<file path="src/rtl/dmem_byte_sequencer.sv">
// Byte-serialising load/store front end for the banked data memory.
// Splits byte/half/word requests into single-byte DMEM cycles and reassembles loads.
module dmem_byte_sequencer #(
  parameter int ADDR_W = 13,
  parameter int DATA_W = 32,
  parameter int RD_LAT = 1
) (
  input  logic              clk,
  input  logic              reset,
  input  logic              req_valid,
  output logic              req_ready,
  input  logic              req_write,
  input  logic [1:0]        req_size,
  input  logic              req_signed,
  input  logic [ADDR_W-1:0] req_addr,
  input  logic [DATA_W-1:0] req_wdata,
  output logic              resp_valid,
  output logic [DATA_W-1:0] resp_rdata,
  output logic              resp_err,
  output logic [DATA_W-1:0] dmem_data_in,
  output logic [ADDR_W-1:0] dmem_address,
  output logic              dmem_read_write,
  input  logic [7:0]        dmem_dataOut
);

  typedef enum logic [2:0] {
    IDLE,
    READ,
    WRITE,
    DRAIN,
    RESP
  } state_t;

  state_t state_q, state_d;

  logic [1:0]        cnt_q, cap_q, size_q;
  logic [1:0]        last_idx, cnt_nxt;
  logic              sign_q;
  logic [DATA_W-1:0] wdata_q, asm_q, asm_d;
  logic [RD_LAT-1:0] pipe_q;

  logic accept, req_bad, at_last;
  logic capture, cap_last;

  logic [ADDR_W-1:0] addr_d;
  logic              rw_d, rv_d, err_d;
  logic [DATA_W-1:0] din_d, rdata_d;

  function automatic logic [1:0] last_of(input logic [1:0] sz);
    logic [1:0] r;
    unique case (sz)
      2'd0:    r = 2'd0;
      2'd1:    r = 2'd1;
      default: r = 2'd3;
    endcase
    return r;
  endfunction

  function automatic logic [DATA_W-1:0] extend(
    input logic [DATA_W-1:0] a,
    input logic [1:0]        sz,
    input logic              sg
  );
    logic [DATA_W-1:0] r;
    unique case (sz)
      2'd0:    r = {{(DATA_W-8){sg & a[7]}}, a[7:0]};
      2'd1:    r = {{(DATA_W-16){sg & a[15]}}, a[15:0]};
      default: r = a;
    endcase
    return r;
  endfunction

  assign req_bad = (req_size == 2'd3)
                 | ((req_size == 2'd1) & req_addr[0])
                 | ((req_size == 2'd2) & (req_addr[1:0] != 2'b00));

  assign req_ready = (state_q == IDLE);
  assign accept    = req_valid & req_ready;
  assign last_idx  = last_of(size_q);
  assign at_last   = (cnt_q == last_idx);
  assign cnt_nxt   = cnt_q + 2'd1;

  // A read byte appears RD_LAT cycles after its address cycle
  assign capture  = pipe_q[RD_LAT-1];
  assign cap_last = capture & (cap_q == last_idx);

  always_comb begin
    asm_d = asm_q;
    if (capture)
      asm_d = asm_q | (DATA_W'(dmem_dataOut) << {cap_q, 3'b000});
  end

  always_ff @(posedge clk or posedge reset) begin
    if (reset)
      state_q <= IDLE;
    else
      state_q <= state_d;
  end

  always_comb begin
    state_d = state_q;
    unique case (state_q)
      IDLE: begin
        if (accept) begin
          if (req_bad)        state_d = RESP;
          else if (req_write) state_d = WRITE;
          else                state_d = READ;
        end
      end
      READ:    if (at_last)  state_d = DRAIN;
      WRITE:   if (at_last)  state_d = RESP;
      DRAIN:   if (cap_last) state_d = RESP;
      RESP:    state_d = IDLE;
      default: state_d = IDLE;
    endcase
  end

  always_comb begin
    addr_d  = dmem_address;
    rw_d    = 1'b0;
    din_d   = '0;
    rv_d    = 1'b0;
    err_d   = resp_err;
    rdata_d = resp_rdata;
    unique case (state_q)
      IDLE: begin
        if (accept) begin
          err_d   = 1'b0;
          rdata_d = '0;
          if (req_bad) begin
            rv_d  = 1'b1;
            err_d = 1'b1;
          end else begin
            addr_d = req_addr;
            if (req_write) begin
              rw_d  = 1'b1;
              din_d = DATA_W'(req_wdata[7:0]);
            end
          end
        end
      end
      READ: begin
        if (!at_last)
          addr_d = dmem_address + {{(ADDR_W-1){1'b0}}, 1'b1};
      end
      WRITE: begin
        if (!at_last) begin
          addr_d = dmem_address + {{(ADDR_W-1){1'b0}}, 1'b1};
          rw_d   = 1'b1;
          din_d  = DATA_W'(wdata_q[{cnt_nxt, 3'b000} +: 8]);
        end else begin
          rv_d = 1'b1;
        end
      end
      DRAIN: begin
        if (cap_last) begin
          rv_d    = 1'b1;
          rdata_d = extend(asm_d, size_q, sign_q);
        end
      end
      default: ;
    endcase
  end

  always_ff @(posedge clk or posedge reset) begin
    if (reset) begin
      dmem_address    <= '0;
      dmem_read_write <= 1'b0;
      dmem_data_in    <= '0;
      resp_valid      <= 1'b0;
      resp_err        <= 1'b0;
      resp_rdata      <= '0;
    end else begin
      dmem_address    <= addr_d;
      dmem_read_write <= rw_d;
      dmem_data_in    <= din_d;
      resp_valid      <= rv_d;
      resp_err        <= err_d;
      resp_rdata      <= rdata_d;
    end
  end

  always_ff @(posedge clk or posedge reset) begin
    if (reset) begin
      cnt_q   <= '0;
      cap_q   <= '0;
      size_q  <= '0;
      sign_q  <= 1'b0;
      wdata_q <= '0;
      asm_q   <= '0;
      pipe_q  <= '0;
    end else begin
      pipe_q[0] <= (state_q == READ);
      for (int i = 1; i < RD_LAT; i++)
        pipe_q[i] <= pipe_q[i-1];
      if (accept) begin
        cnt_q   <= '0;
        cap_q   <= '0;
        asm_q   <= '0;
        size_q  <= req_size;
        sign_q  <= req_signed;
        wdata_q <= req_wdata;
      end else begin
        if ((state_q == READ || state_q == WRITE) && !at_last)
          cnt_q <= cnt_nxt;
        if (capture) begin
          cap_q <= cap_q + 2'd1;
          asm_q <= asm_d;
        end
      end
    end
  end

endmodule

</file>
<file path="config.mk">
export PLATFORM = sky130hd
export DESIGN_NAME = dmem_byte_sequencer
export DESIGN_NICKNAME = d
export VERILOG_FILES = /design/src/rtl/dmem_byte_sequencer.sv
export SDC_FILE = /design/constraint.sdc
export NUM_CORES = 1
export LEC_CHECK = 0
export BUFFER_PORTS_ARGS = -buffer_cell sky130_fd_sc_hd__buf_4
export CORE_ASPECT_RATIO = 2
export CORE_MARGIN = 3
export CORE_UTILIZATION = 45
export DETAILED_ROUTE_END_ITERATION = 8
export GPL_TIMING_DRIVEN = 0
export PLACE_DENSITY = 0.77
export RECOVER_POWER = 100
export SLEW_MARGIN = 20
export SYNTH_ARGS = -nofsm -noshare
export SYNTH_HDL_FRONTEND = slang
export SYNTH_SLANG_ARGS = --single-unit
</file>
<file path="constraint.sdc">
create_clock -name clk -period 5.6 [get_ports clk]
set_clock_uncertainty 0.2 [all_clocks]
set_input_delay 1.4 -clock clk [delete_from_list [all_inputs] [get_ports clk]]
set_output_delay 1.4 -clock clk [all_outputs]
set_load 0.1 [all_outputs]
</file>
Word level (Yosys, flattened, before mapping)
Index checks and enable logic that the tools add are counted.
- register bits: 155
- bits of input ports: 60
- output and inout port bits: 81
- logic and storage cells: 96
- add/subtract/negate cells: 3
- eq/ne operators: 15
- shift-type cells: 2
- muxes and demuxes: 38
- bitwise logic cells: 9
- reductions and logical operators: 15
- operators with widths (operator ; count):
    2-to-1 mux 32 bit ; 5
    one-hot mux 32 bit (2 select lines) ; 2
    2-to-1 mux 13 bit ; 3
    2-to-1 mux 8 bit ; 4
    bitwise OR 32 bit ; 1
    variable part select 32 x 6 -> 8 bit ; 1
    left shift 8 x 5 -> 32 bit ; 1
    one-hot mux 13 bit (2 select lines) ; 1
    one-hot mux 8 bit (2 select lines) ; 1
    2-to-1 mux 3 bit ; 5
    adder 13 x 1 -> 13 bit, second input constant ; 1
    one-hot mux 3 bit (4 select lines) ; 1
    2-to-1 mux 2 bit ; 5
    inequality test 2 bit, second input constant ; 5
    nonzero test 2 bit ; 5
    2-to-1 mux 1 bit ; 8
    AND reduction 4 bit ; 2
    bitwise AND 1 bit ; 6
    equality test 3 x 2 -> 1 bit, second input constant ; 2
    adder 2 x 1 -> 2 bit, second input constant ; 2
    equality test 2 x 1 -> 1 bit, second input constant ; 2
    equality test 2 bit ; 2
    equality test 2 bit, second input constant ; 2
    one-hot mux 2 bit (2 select lines) ; 1
    13 further kinds ; 14

Depth between registers and ports, before layout
- word-level depth: 7
- gate-level depth with buffers: 7
- mapped depth without buffers: 5

Least setup slack after synthesis
OpenSTA, ideal clock, no wires.
- kind: register -> output
- from: reg state_q[2]
- to: out req_ready
- arrival time: 2.816 ns
- required time: 4.000 ns
- slack: 1.184 ns
- stages on the path, launching flop included: 4
- path buffers: 2
- cells stage by stage: dfrtp_1 > buf_2 > clkbuf_1 > nor3_1
- word-level cells in the longest chain between the ends: 1
- ends and longest elaborated chain (element ; RTL line ; RTL):
    from (decl) ; 34 ; state_t state_q, state_d;
    from (signal assigned) ; 97 ; state_q <= state_d;
    logical NOT 3 bit ; 77 ; assign req_ready = (state_q == IDLE);
    to (decl) ; 11 ; output logic req_ready,
Every way passes these cells.

Final worst setup path
Same ends and word-level chain as after synthesis.

==> impl_metrics.json <==
{
  "outcome": "completed",
  "numCtsBuffers": 17,
  "path_max_fanout": 10,
  "max_freq_mhz": 242,
  "gp_congestion": 0.858,
  "rr_worst_depth": 5,
  "timing.final.crit_share": 0.737,
  "ys_top_cells_by_area": "dfrtp_1 (52%), nand2_1 (9.2%), buf_4 (3.2%), mux4_2 (2.9%), mux2i_1 (2.7%)",
  "setup-violations-final": 0,
  "cp.arrival_ns": 2.53,
  "hp-start": "wdata_q[21]$_DFFE_PP0N_",
  "syn_area_mm2": 0.00625,
  "clock-sinks": 131,
  "final_core_util": 0.577,
  "cts_resized": 0,
  "final_common_cell": "nand2_1",
  "worstHoldPathCells": 2,
  "rsz0062_at_grt": "no",
  "htree_levels": 4,
  "grt_pass1_vias": 5590,
  "vdd_drop_max_mv": 0.271,
  "wl_per_cell_um": 17.3,
  "fp.dieArea_mm2": 0.0154,
  "drive_gt1_frac": 0.175,
  "critPathCaptureType": "primary output",
  "routed_wl_um": 16800,
  "dr.pass1.iters": 4,
  "core-area_mm2": 0.0135,
  "p_leak_nw": 3.68,
  "critical_path_class": "reg -> out",
  "vias_per_cell": 5.56,
  "period_needed_ns": 4.13,
  "grt_antenna_before_repair": 0,
  "die_y_um": 173,
  "r2r-start": "state_q[1]$_DFFE_PP0P_",
  "r2r-end": "dmem_address[1]$_DFFE_PP0P_",
  "synth_edf_count": 0,
  "io_buffers": 116,
  "clk_latency_ns": 0.42,
  "synth_top_area_frac": 0.524,
  "start_util": 0.463,
  "diodes": 0,
  "final-instance-count-excl-fill": 970,
  "post_cts_buffers": 0,
  "die_w_um": 89.4,
  "min_path_type": "reg -> reg",
  "ys_seq_area_frac": 0.524,
  "grt_max_degree": 104,
  "r2r_slack_ns": 2.80,
  "synthArstFlopShare": 1.00,
  "io_pins": 141,
  "dr.first_iter.drc_count": 432,
  "max-cap-violations": 0,
  "clock_path_buffers": 2,
  "hold_viol_final": 0,
  "gr-total-overflow": 0,
  "grt_pass1_wl_um": 27400,
  "vias": 5390,
  "hold_end": "wdata_q[21]$_DFFE_PP0N_",
  "ctsHoldBuffers": 0,
  "drcViolationCount": 0,
  "cp-start-kind": "register",
  "synth-seq-cells": 131,
  "place_inst": 938,
  "ys_types": 66,
  "yosysTopAreaCell": "dfrtp_1",
  "most-common-layout-cells": "nand2_1 (154), dfrtp_1 (131), clkbuf_1 (91)",
  "area_growth_syn_to_layout_pct": 24.8,
  "synth_cells": 643,
  "relSlewSlack": 0.103,
  "syn_area_per_cell_um2": 9.73,
  "fin_nets": 863,
  "ys_warn_count": 0,
  "root_buffer": "clkbuf_16",
  "tightestPinTransition_ns": 1.34,
  "grt_usage": 0.228,
  "dp_hpwl_um": 11900,
  "cts_tree": "built",
  "slew_viol_final": 0,
  "synth_ff_type": "dfrtp_1",
  "rows": 60,
  "clkSlewWorstSetupHoldPaths_ns": 0.06,
  "powerDensity_mw_per_mm2": 606,
  "ant_nets": 0,
  "cp.required_ns": 4.00
}
[Yosys cell counts, drive strengths merged, types with 3 or more instances]
cell type  number
a211o           8
a211oi          3
a21o            8
a21oi          29
a221oi          4
a41oi           8
and2            9
buf            42
clkbuf         26
dfrtp         131
inv            14
mux2i          17
mux4            8
nand2         154
nand3          29
nand4           3
nor2           40
nor3            4
nor3b           3
o211ai         16
o21ai          11
o22ai          25
o31a            3
or2             3
[layout make-up]
| type | instances | area [um^2] |
|---|---|---|
| Sequential cell | 131 | 3280 |
| Multi-Input combinational cell | 453 | 2620 |
| Inverter | 14 | 53.8 |
| Fill cell | 1219 | 5710 |
| Buffer | 68 | 380 |
| Timing Repair Buffer | 117 | 673 |
| Tap cell | 155 | 194 |
| Clock inverter | 10 | 124 |
| Clock buffer | 22 | 484 |
[power breakdown]
group          switching, mW  internal [mW]
logic                   1.58          0.582
registers              0.212           1.23
clock network          0.426          0.705
[critical path, stage by stage, from the launching register on]
cell and delay, ns:
dfrtp_1 0.38, clkbuf_1 0.25, clkbuf_1 0.31, nor3_1 0.28, clkbuf_1 0.89
[routing by layer]
metal,track usage,vias up,part of all wire,routed length [um]
li1,-,2534,-,-
met1,0.265,2580,0.37,6300
met2,0.378,213,0.52,8720
met3,0.0515,63,0.057,958
met4,0.124,0,0.050,835
met5,0,-,0,0
[how the worst max path moves through the flow]
stage | start | end | slack [ns] | cells past startpoint
global placement | reset | resp_rdata[18]$_DFFE_PP0P_ | -1.01 | 2
global route | state_q[2]$_DFFE_PP0P_ | req_ready | 1.37 | 4
finish | state_q[2]$_DFFE_PP0P_ | req_ready | 1.47 | 4
floorplan | reset | asm_q[0]$_DFFE_PP0P_ | 0.50 | 1
CTS | state_q[2]$_DFFE_PP0P_ | req_ready | 2.09 | 4
detailed placement | req_valid | wdata_q[25]$_DFFE_PP0N_ | 2.33 | 7
[metrics by stage]
| stage | setup TNS [ns] | instance area (um^2) | hold slack, ns | total power, mW | worst slack [ns] |
|---|---|---|---|---|---|
| 5_1_grt | 0 | 7800 | 0.285 | 5.00 | 1.37 |
| 6_report | 0 | 7800 | 0.266 | 4.73 | 1.47 |
| 2_1_floorplan | 0 | 6340 | 0.240 | 3.13 | 0.502 |
| 3_3_place_gp | -131.11 | 7400 | 0.253 | 3.63 | -1.01 |
| 4_1_cts | 0 | 8050 | 0.275 | 4.82 | 2.09 |
| 3_5_place_dp | 0 | 7440 | 0.260 | 3.67 | 2.33 |
[registers in the layout, indices dropped and copies added (netlist names)]
| name | count |
|---|---|
| asm_q | 32 |
| cap_q | 2 |
| capture | 1 |
| cnt_q | 2 |
| dmem_address | 13 |
| dmem_data_in | 8 |
| dmem_read_write | 1 |
| resp_err | 1 |
| resp_rdata | 32 |
| resp_valid | 1 |
| sign_q | 1 |
| size_q | 2 |
| state_q | 3 |
| wdata_q | 32 |
[kinds of logic after synthesis]
family | Yosys count | synth area share
AOI/OAI and AO/OA | 136 | 0.153
xor gates and xnor gates | 4 | 0.00560
adders and majority gates | 1 | 0.00200
buffers and inverters | 82 | 0.0698
DFF | 131 | 0.524
muxes | 27 | 0.0596
other | 1 | 0.000600
and+or+nand+nor | 261 | 0.185
Note: power is estimated with default switching activity, not from simulation.
